<file path="src/rtl/vga_pkg.sv">
// Shared types and constants for the VGA pixel prefetch path.
// The pixel word layout, the default frame geometry and the prefetch
// FSM state type all live here so every file agrees on them.
package vga_pkg;

    // One 24-bit pixel, red in the top byte.
    typedef struct packed {
        logic [7:0] r;
        logic [7:0] g;
        logic [7:0] b;
    } rgb_t;

    // Default visible frame geometry.
    localparam int H_ACTIVE         = 640;
    localparam int V_ACTIVE         = 480;
    localparam int FB_WORDS_DEFAULT = H_ACTIVE * V_ACTIVE;

    // Prefetch sequencer states.
    typedef enum logic [1:0] {
        IDLE = 2'd0,
        RUN  = 2'd1,
        DONE = 2'd2
    } pf_state_t;

    // Sixteen-bit increment that sticks at all-ones instead of wrapping.
    function automatic logic [15:0] sat_inc16(input logic [15:0] value);
        if (value == 16'hFFFF) begin
            return value;
        end
        return value + 16'd1;
    endfunction

endpackage

</file>
<file path="src/rtl/vga_pixel_prefetch_if.sv">
// Signal bundle between the pixel prefetcher, the framebuffer read port
// and the VGA controller. The prefetcher uses the slave view; whatever
// drives frame starts, pixel requests and memory data uses the master view.
interface vga_pixel_prefetch_if
    import vga_pkg::*;
#(
    parameter int FB_AW = 19
);

    logic             iFRAME_START;
    logic             iREAD;
    rgb_t             oRGB;
    logic             oMEM_RD;
    logic [FB_AW-1:0] oMEM_ADDR;
    rgb_t             iMEM_DATA;
    logic             oUNDERFLOW;
    logic [15:0]      oUNDER_CNT;

    modport master (
        output iFRAME_START,
        output iREAD,
        output iMEM_DATA,
        input  oRGB,
        input  oMEM_RD,
        input  oMEM_ADDR,
        input  oUNDERFLOW,
        input  oUNDER_CNT
    );

    modport slave (
        input  iFRAME_START,
        input  iREAD,
        input  iMEM_DATA,
        output oRGB,
        output oMEM_RD,
        output oMEM_ADDR,
        output oUNDERFLOW,
        output oUNDER_CNT
    );

endinterface

</file>
<file path="src/rtl/pixel_fifo.sv">
// Small synchronous FIFO holding prefetched pixels.
// Pointers wrap naturally because DEPTH is a power of two; the separate
// occupancy count distinguishes full from empty. A flush empties the
// queue in one cycle and takes priority over push and pop.
module pixel_fifo #(
    parameter int DEPTH = 16,
    parameter int WIDTH = 24,
    localparam int AW   = $clog2(DEPTH),
    localparam int CW   = AW + 1
) (
    input  logic             clk,
    input  logic             rst_n,
    input  logic             push,
    input  logic [WIDTH-1:0] din,
    input  logic             pop,
    input  logic             flush,
    output logic [CW-1:0]    count,
    output logic             empty,
    output logic             full,
    output logic [WIDTH-1:0] head
);

    logic [WIDTH-1:0] mem [DEPTH];
    logic [AW-1:0]    wr_ptr;
    logic [AW-1:0]    rd_ptr;
    logic             do_push;
    logic             do_pop;

    assign empty   = (count == '0);
    assign full    = (count == CW'(DEPTH));
    assign head    = mem[rd_ptr];
    assign do_pop  = pop && !empty;
    assign do_push = push && (!full || do_pop);

    // Pointer and occupancy bookkeeping; flush wins over push and pop.
    always_ff @(posedge clk) begin
        if (!rst_n) begin
            wr_ptr <= '0;
            rd_ptr <= '0;
            count  <= '0;
        end else if (flush) begin
            wr_ptr <= '0;
            rd_ptr <= '0;
            count  <= '0;
        end else begin
            if (do_push) begin
                wr_ptr <= wr_ptr + AW'(1);
            end
            if (do_pop) begin
                rd_ptr <= rd_ptr + AW'(1);
            end
            case ({do_push, do_pop})
                2'b10:   count <= count + CW'(1);
                2'b01:   count <= count - CW'(1);
                default: count <= count;
            endcase
        end
    end

    // Storage array; contents need no reset because count gates every read.
    always_ff @(posedge clk) begin
        if (do_push && !flush) begin
            mem[wr_ptr] <= din;
        end
    end

endmodule

</file>
<file path="src/rtl/vga_pixel_prefetch.sv">
// Streams one frame of pixels from a fixed-latency framebuffer into a
// prefetch FIFO and hands them to the VGA controller one per request.
// Reads are only issued while queued plus in-flight pixels fit in the
// FIFO, so returning data always has a slot. A frame-start pulse flushes
// everything, including reads still in memory, and restarts at address 0.
module vga_pixel_prefetch
    import vga_pkg::*;
#(
    parameter int FB_AW    = 19,
    parameter int FB_WORDS = FB_WORDS_DEFAULT,
    parameter int MEM_LAT  = 2,
    parameter int DEPTH    = 16
) (
    input  logic                  iVGA_CLK,
    input  logic                  iRST_n,
    vga_pixel_prefetch_if.slave   bus
);

    localparam int CW = $clog2(DEPTH) + 1;
    localparam int OW = CW + 1;

    pf_state_t        state;
    pf_state_t        state_next;
    logic [FB_AW-1:0] rd_addr;
    logic [MEM_LAT-1:0] tags;

    logic [CW-1:0]    fifo_count;
    logic             fifo_empty;
    logic             fifo_full;
    logic [23:0]      fifo_head;
    logic             fifo_push;
    logic             fifo_pop;

    logic             frame_start;
    logic             read_req;
    logic             issue;
    logic             last_addr;
    logic [OW-1:0]    inflight;
    logic [OW-1:0]    occupancy;

    rgb_t             rgb_q;
    logic             underflow_q;
    logic [15:0]      under_cnt_q;

    assign frame_start = bus.iFRAME_START;
    assign read_req    = bus.iREAD && !frame_start;
    assign last_addr   = (rd_addr == FB_AW'(FB_WORDS - 1));
    assign inflight    = OW'($countones(tags));
    assign occupancy   = OW'(fifo_count) + inflight;
    assign fifo_push   = tags[MEM_LAT-1] && !frame_start;
    assign fifo_pop    = read_req && !fifo_empty;

    assign bus.oMEM_RD    = issue;
    assign bus.oMEM_ADDR  = rd_addr;
    assign bus.oRGB       = rgb_q;
    assign bus.oUNDERFLOW = underflow_q;
    assign bus.oUNDER_CNT = under_cnt_q;

    // Sequencer state register.
    always_ff @(posedge iVGA_CLK) begin
        if (!iRST_n) begin
            state <= IDLE;
        end else begin
            state <= state_next;
        end
    end

    // Next state and read issue; a frame start always restarts and issues nothing that cycle.
    always_comb begin
        state_next = state;
        issue      = 1'b0;
        if (frame_start) begin
            state_next = RUN;
        end else begin
            case (state)
                IDLE: state_next = IDLE;
                RUN: begin
                    if (iRST_n && (occupancy < OW'(DEPTH))) begin
                        issue = 1'b1;
                        if (last_addr) begin
                            state_next = DONE;
                        end
                    end
                end
                DONE:    state_next = DONE;
                default: state_next = IDLE;
            endcase
        end
    end

    // Read address and in-flight tag pipe; the tag leaving the pipe marks valid memory data.
    always_ff @(posedge iVGA_CLK) begin
        if (!iRST_n) begin
            rd_addr <= '0;
            tags    <= '0;
        end else if (frame_start) begin
            rd_addr <= '0;
            tags    <= '0;
        end else begin
            tags <= (tags << 1) | MEM_LAT'(issue);
            if (issue && !last_addr) begin
                rd_addr <= rd_addr + FB_AW'(1);
            end
        end
    end

    // Pixel output, sticky underflow and saturating underflow counter.
    always_ff @(posedge iVGA_CLK) begin
        if (!iRST_n) begin
            rgb_q       <= '0;
            underflow_q <= 1'b0;
            under_cnt_q <= '0;
        end else if (frame_start) begin
            rgb_q       <= '0;
            underflow_q <= 1'b0;
        end else if (read_req) begin
            if (!fifo_empty) begin
                rgb_q <= rgb_t'(fifo_head);
            end else begin
                rgb_q       <= '0;
                underflow_q <= 1'b1;
                under_cnt_q <= sat_inc16(under_cnt_q);
            end
        end
    end

    // The issue throttle must make a push into a full FIFO impossible.
    always_ff @(posedge iVGA_CLK) begin
        if (iRST_n) begin
            assert (!(fifo_push && fifo_full && !fifo_pop));
        end
    end

    pixel_fifo #(
        .DEPTH (DEPTH),
        .WIDTH (24)
    ) u_fifo (
        .clk   (iVGA_CLK),
        .rst_n (iRST_n),
        .push  (fifo_push),
        .din   (bus.iMEM_DATA),
        .pop   (fifo_pop),
        .flush (frame_start),
        .count (fifo_count),
        .empty (fifo_empty),
        .full  (fifo_full),
        .head  (fifo_head)
    );

endmodule

</file>
<file path="src/flat_wrapper.sv">
// flat-port wrapper written by rule: the top's interface ports become plain ports
module vga_pixel_prefetch_flat import vga_pkg::*;
#(
    parameter int FB_AW    = 19,
    parameter int FB_WORDS = FB_WORDS_DEFAULT,
    parameter int MEM_LAT  = 2,
    parameter int DEPTH    = 16
)
  (iVGA_CLK, iRST_n, bus_iFRAME_START, bus_iREAD, bus_iMEM_DATA, bus_oRGB, bus_oMEM_RD, bus_oMEM_ADDR, bus_oUNDERFLOW, bus_oUNDER_CNT);
  vga_pixel_prefetch_if #(.FB_AW(FB_AW)) bus_i ();
  input  logic iVGA_CLK;
  input  logic iRST_n;
  input wire logic [$bits(bus_i.iFRAME_START)-1:0] bus_iFRAME_START;
  input wire logic [$bits(bus_i.iREAD)-1:0] bus_iREAD;
  input wire logic [$bits(bus_i.iMEM_DATA)-1:0] bus_iMEM_DATA;
  output wire logic [$bits(bus_i.oRGB)-1:0] bus_oRGB;
  output wire logic [$bits(bus_i.oMEM_RD)-1:0] bus_oMEM_RD;
  output wire logic [$bits(bus_i.oMEM_ADDR)-1:0] bus_oMEM_ADDR;
  output wire logic [$bits(bus_i.oUNDERFLOW)-1:0] bus_oUNDERFLOW;
  output wire logic [$bits(bus_i.oUNDER_CNT)-1:0] bus_oUNDER_CNT;
  assign bus_i.iFRAME_START = bus_iFRAME_START;
  assign bus_i.iREAD = bus_iREAD;
  assign bus_i.iMEM_DATA = bus_iMEM_DATA;
  assign bus_oRGB = bus_i.oRGB;
  assign bus_oMEM_RD = bus_i.oMEM_RD;
  assign bus_oMEM_ADDR = bus_i.oMEM_ADDR;
  assign bus_oUNDERFLOW = bus_i.oUNDERFLOW;
  assign bus_oUNDER_CNT = bus_i.oUNDER_CNT;
  vga_pixel_prefetch #(.FB_AW(FB_AW), .FB_WORDS(FB_WORDS), .MEM_LAT(MEM_LAT), .DEPTH(DEPTH)) u_core (.iVGA_CLK(iVGA_CLK), .iRST_n(iRST_n), .bus(bus_i));
endmodule
</file>
<file path="config.mk">
export PLATFORM = sky130hd
export DESIGN_NAME = vga_pixel_prefetch_flat
export DESIGN_NICKNAME = d
export VERILOG_FILES = /design/src/rtl/vga_pkg.sv /design/src/rtl/vga_pixel_prefetch_if.sv /design/src/rtl/pixel_fifo.sv /design/src/rtl/vga_pixel_prefetch.sv /design/src/flat_wrapper.sv
export SDC_FILE = /design/constraint.sdc
export NUM_CORES = 1
export LEC_CHECK = 0
export ABC_AREA = 1
export CAP_MARGIN = 20
export CORE_MARGIN = 2
export CORE_UTILIZATION = 57
export DETAILED_ROUTE_END_ITERATION = 10
export PLACE_DENSITY = 0.74
export SETUP_SLACK_MARGIN = 0.3
export SYNTH_ARGS = -nofsm -noshare
export SYNTH_HDL_FRONTEND = slang
export SYNTH_SLANG_ARGS = --single-unit
</file>
<file path="constraint.sdc">
create_clock -name iVGA_CLK -period 3.4 [get_ports iVGA_CLK]
set_input_delay 0.51 -clock iVGA_CLK [delete_from_list [all_inputs] [get_ports iVGA_CLK]]
set_output_delay 0.51 -clock iVGA_CLK [all_outputs]
set_load 0.02 [all_outputs]
</file>
==> qor.csv <==
stage;metric;value;unit
run_status;status;complete, no violations;
power;pwr dens;504.1;nW/µm²
clocking;postcts setup bufs;0;
floorplan;Die Span Y;193.2;µm
detailed_routing;drt via density;5.401;
cells_and_area;Area Growth Syn to Fin;15.74;%
cells_and_area;Layout Nets;2249;
cells_and_area;ratio of cells with drive above 1 in the final layout;7.699;%
synthesis;Post-Syn Area;20400;µm²
power;clock network fraction of total power;46.3;%
clocking;buffer depth of the longest clock path;3;
detailed_routing;1st-pass router iterations;5;
cells_and_area;most common cell after layout, fill and taps aside;nand2_1;
cells_and_area;commonest non-fill, non-tap cells in the layout;nand2_1 (681), edfxtp_1 (384), inv_1 (335), nand3_1 (316), clkdlybuf4s50_1 (88);
global_route;vias in the first global route;13980;
global_route;Total GRT Usage;26.87;%
place;dpl hpwl;29.45;mm
floorplan;die area;37320;µm²
worst_setup_path;slowest CP cell;clkdlybuf4s50_1;
worst_setup_path;crit start category;register;
synthesis;Mapped Avg Cell Area;9.600;µm²
floorplan;core area;35400;µm²
detailed_routing;wirelength, routed;49.16;mm
detailed_routing;Initial DRC Count;1536;
synthesis;synth warn;0;
worst_setup_path;critical path required time;2.89;ns
synthesis;Mapped Cells;2125;
power;P_sw;2.333;mW
timing;Setup violations, final;0;
clocking;CTS tree;built;
synthesis;flip-flop and latch count after synthesis;465;
clocking;CTS resizes;0;
timing;clock skew;0.01583;ns
worst_setup_path;CP max stage delay;0.59;ns
clocking;CTS sink cnt;465;
power;Int Power;9.570;mW
timing;max-slew violation count;0;
power;Sequential Power Share;51.8;%
detailed_routing;DR DRC count;0;
power;switching share of power;19.60;%
power;VDD IR max;0.4334;mV
synthesis;Mapped Nets;2167;
place;Port Buffers;88;
detailed_routing;DR WL/cell;18.16;µm
clocking;CTS Buf Count;48;
global_route;initial antenna violation count;0;
floorplan;# rows;69;
worst_hold_path;Min-Delay Path Class;register to register;
power;Comb power frac;1.9;%
global_route;largest net degree at the start of global routing;193;
clocking;clk_lat worst skew;0.56;ns
worst_setup_path;CP max FO;3;
floorplan;I/O Pins;89;
power;Total Power;11.90;mW
flow_run;max_cap viols;0;
timing;fmax;349.8;MHz
clocking;Max H-tree Level;2;
timing;slew margin rel.;23.15;%
clocking;CTS root buf;clkbuf_16;
floorplan;Die Width;193.2;µm
cells_and_area;# diodes;0;
worst_setup_path;worst-path cell chain;ha_1, ha_1, nand3_1, nand2_1, nand2_1, nand3b_4, inv_1, clkdlybuf4s50_1;
power;leakage;9.580;nW
clocking;cts hold-fix bufs;0;
timing;post-route clock period utilization;84.09;%
floorplan;initial core utilization;57.64;%
synthesis;Netlist cell types;32;
timing;Final Hold Viols;0;
global_route;first-pass GRT wire length;76.22;mm
clocking;Clk pin slew, worst setup/hold paths;0.06;ns
worst_setup_path;Setup CP Type;register to output pin;
detailed_routing;via count;14627;
timing;post-layout min period;2.859;ns
place;Placer Congestion;0.8770;
worst_setup_path;CP arrival;2.35;ns
detailed_routing;post-route ant nets;0;
global_route;global route total overflow;0;
timing;Tightest Pin Transition;1.153;ns
worst_setup_path;CP Capture Type;output pin;
synthesis;post-synthesis sequential area ratio;64.47;%
timing;TNS Setup;0;ns
timing;RSZ-0062 raised after global routing;no;
metrics by stage:
step,setup WS [ns],hold slack [ns],util (%),cell area [µm²],cells
after floorplan,0.6425,0.4127,-,20400,2125
after global placement,0.4763,0.4204,61.90,21910,2617
after detailed placement,0.4737,0.4445,61.90,21910,2617
after CTS,0.5211,0.4558,66.65,23590,2707
after global routing,0.4306,0.4670,66.71,23610,2708
final,0.5408,0.4537,66.71,23610,2708
path summary, 6_finish.rpt:
check / from / depth (start not counted) / slack, ns / end
worst max-delay path: u_core.tags[0]$_SDFF_PP0_ / 8 / 0.54 / bus_oMEM_RD
worst min-delay path: u_core.tags[0]$_SDFF_PP0_ / 2 / 0.45 / u_core.tags[1]$_SDFF_PP0_
worst max register to register: u_core.u_fifo.count[1]$_SDFFE_PP0P_ / 9 / 1.16 / u_core.u_fifo.mem[5][15]$_DFFE_PP_
worst min register to register: u_core.tags[0]$_SDFF_PP0_ / 2 / 0.45 / u_core.tags[1]$_SDFF_PP0_
synth_stat cells (all sizes together):
cell type	number	area (µm²)
nand2	688	2600
edfxtp	384	11530
inv	344	1296
nand3	318	1602
nor2	82	347.8
dfxtp	81	1622
a21oi	67	372.8
buf	64	356.6
clkbuf	30	112.6
o21ai	15	75.07
xor2	14	122.6
ha	13	162.7
xnor2	10	87.58
nor3	6	30.03
nand4	4	25.02
nand3b	2	27.53
a31oi	1	6.260
clkinv	1	3.750
fa	1	20.02
worst max-delay path: cells and delay by family, from the launching register on:
| family | cells | cell delay [ns] |
|---|---|---|
| adders and majority gates | 2 | 0.46 |
| buffers and inverters | 2 | 0.66 |
| DFF | 1 | 0.32 |
| and+or+nand+nor | 4 | 0.36 |
power groups by stage:
stage / Combinational [mW] / Sequential, mW / Clock, mW
4_1_cts: 0.224 / 6.17 / 5.55
5_1_grt: 0.242 / 6.17 / 5.77
6_report: 0.227 / 6.17 / 5.51
3_3_place_gp: 0.220 / 6.29 / 0
2_1_floorplan: 0.0681 / 6.29 / 0
3_5_place_dp: 0.224 / 6.29 / 0
cell type report:
class,instances,area [µm²]
clock buffer,64,1363
clock inverter,26,317.8
fill,2731,11790
inverter,345,1303
multi-input combinational,1221,5599
sequential,465,13160
tap,461,576.8
timing repair buffer,126,1291
flip-flops by register name (all words and copies together) (netlist names), 4 cells and up, named ones only:
| name | count |
|---|---|
| u_core.u_fifo.mem | 384 |
| u_core.bus.oRGB | 24 |
| u_core.bus.oMEM_ADDR | 19 |
| u_core.bus.oUNDER_CNT | 16 |
| u_core.u_fifo.count | 5 |
| u_core.u_fifo.rd_ptr | 4 |
| u_core.u_fifo.wr_ptr | 4 |
logic make-up (layout without fill, tap and decap cells):
kind of cell / after synthesis / count (layout) / synth area share [%]
AND/OR/NAND/NOR: 1100 / 1100 / 22.70
flip-flops: 465 / 465 / 64.47
buffers and inverters: 439 / 561 / 8.672
AO/OA/AOI/OAI: 83 / 83 / 2.226
XOR/XNOR: 24 / 24 / 1.030
adder cells (fa/ha/maj): 14 / 14 / 0.8955
layer usage:
layer | track usage, % | part of all wire (%) | vias up
li1 | - | - | 7000
met5 | 0 | 0 | -
met2 | 44.67 | 49 | 584
met1 | 36.15 | 40 | 6937
met3 | 3.801 | 7.2 | 106
met4 | 10.31 | 3.2 | 0
Note: power is estimated with default switching activity, not from simulation.
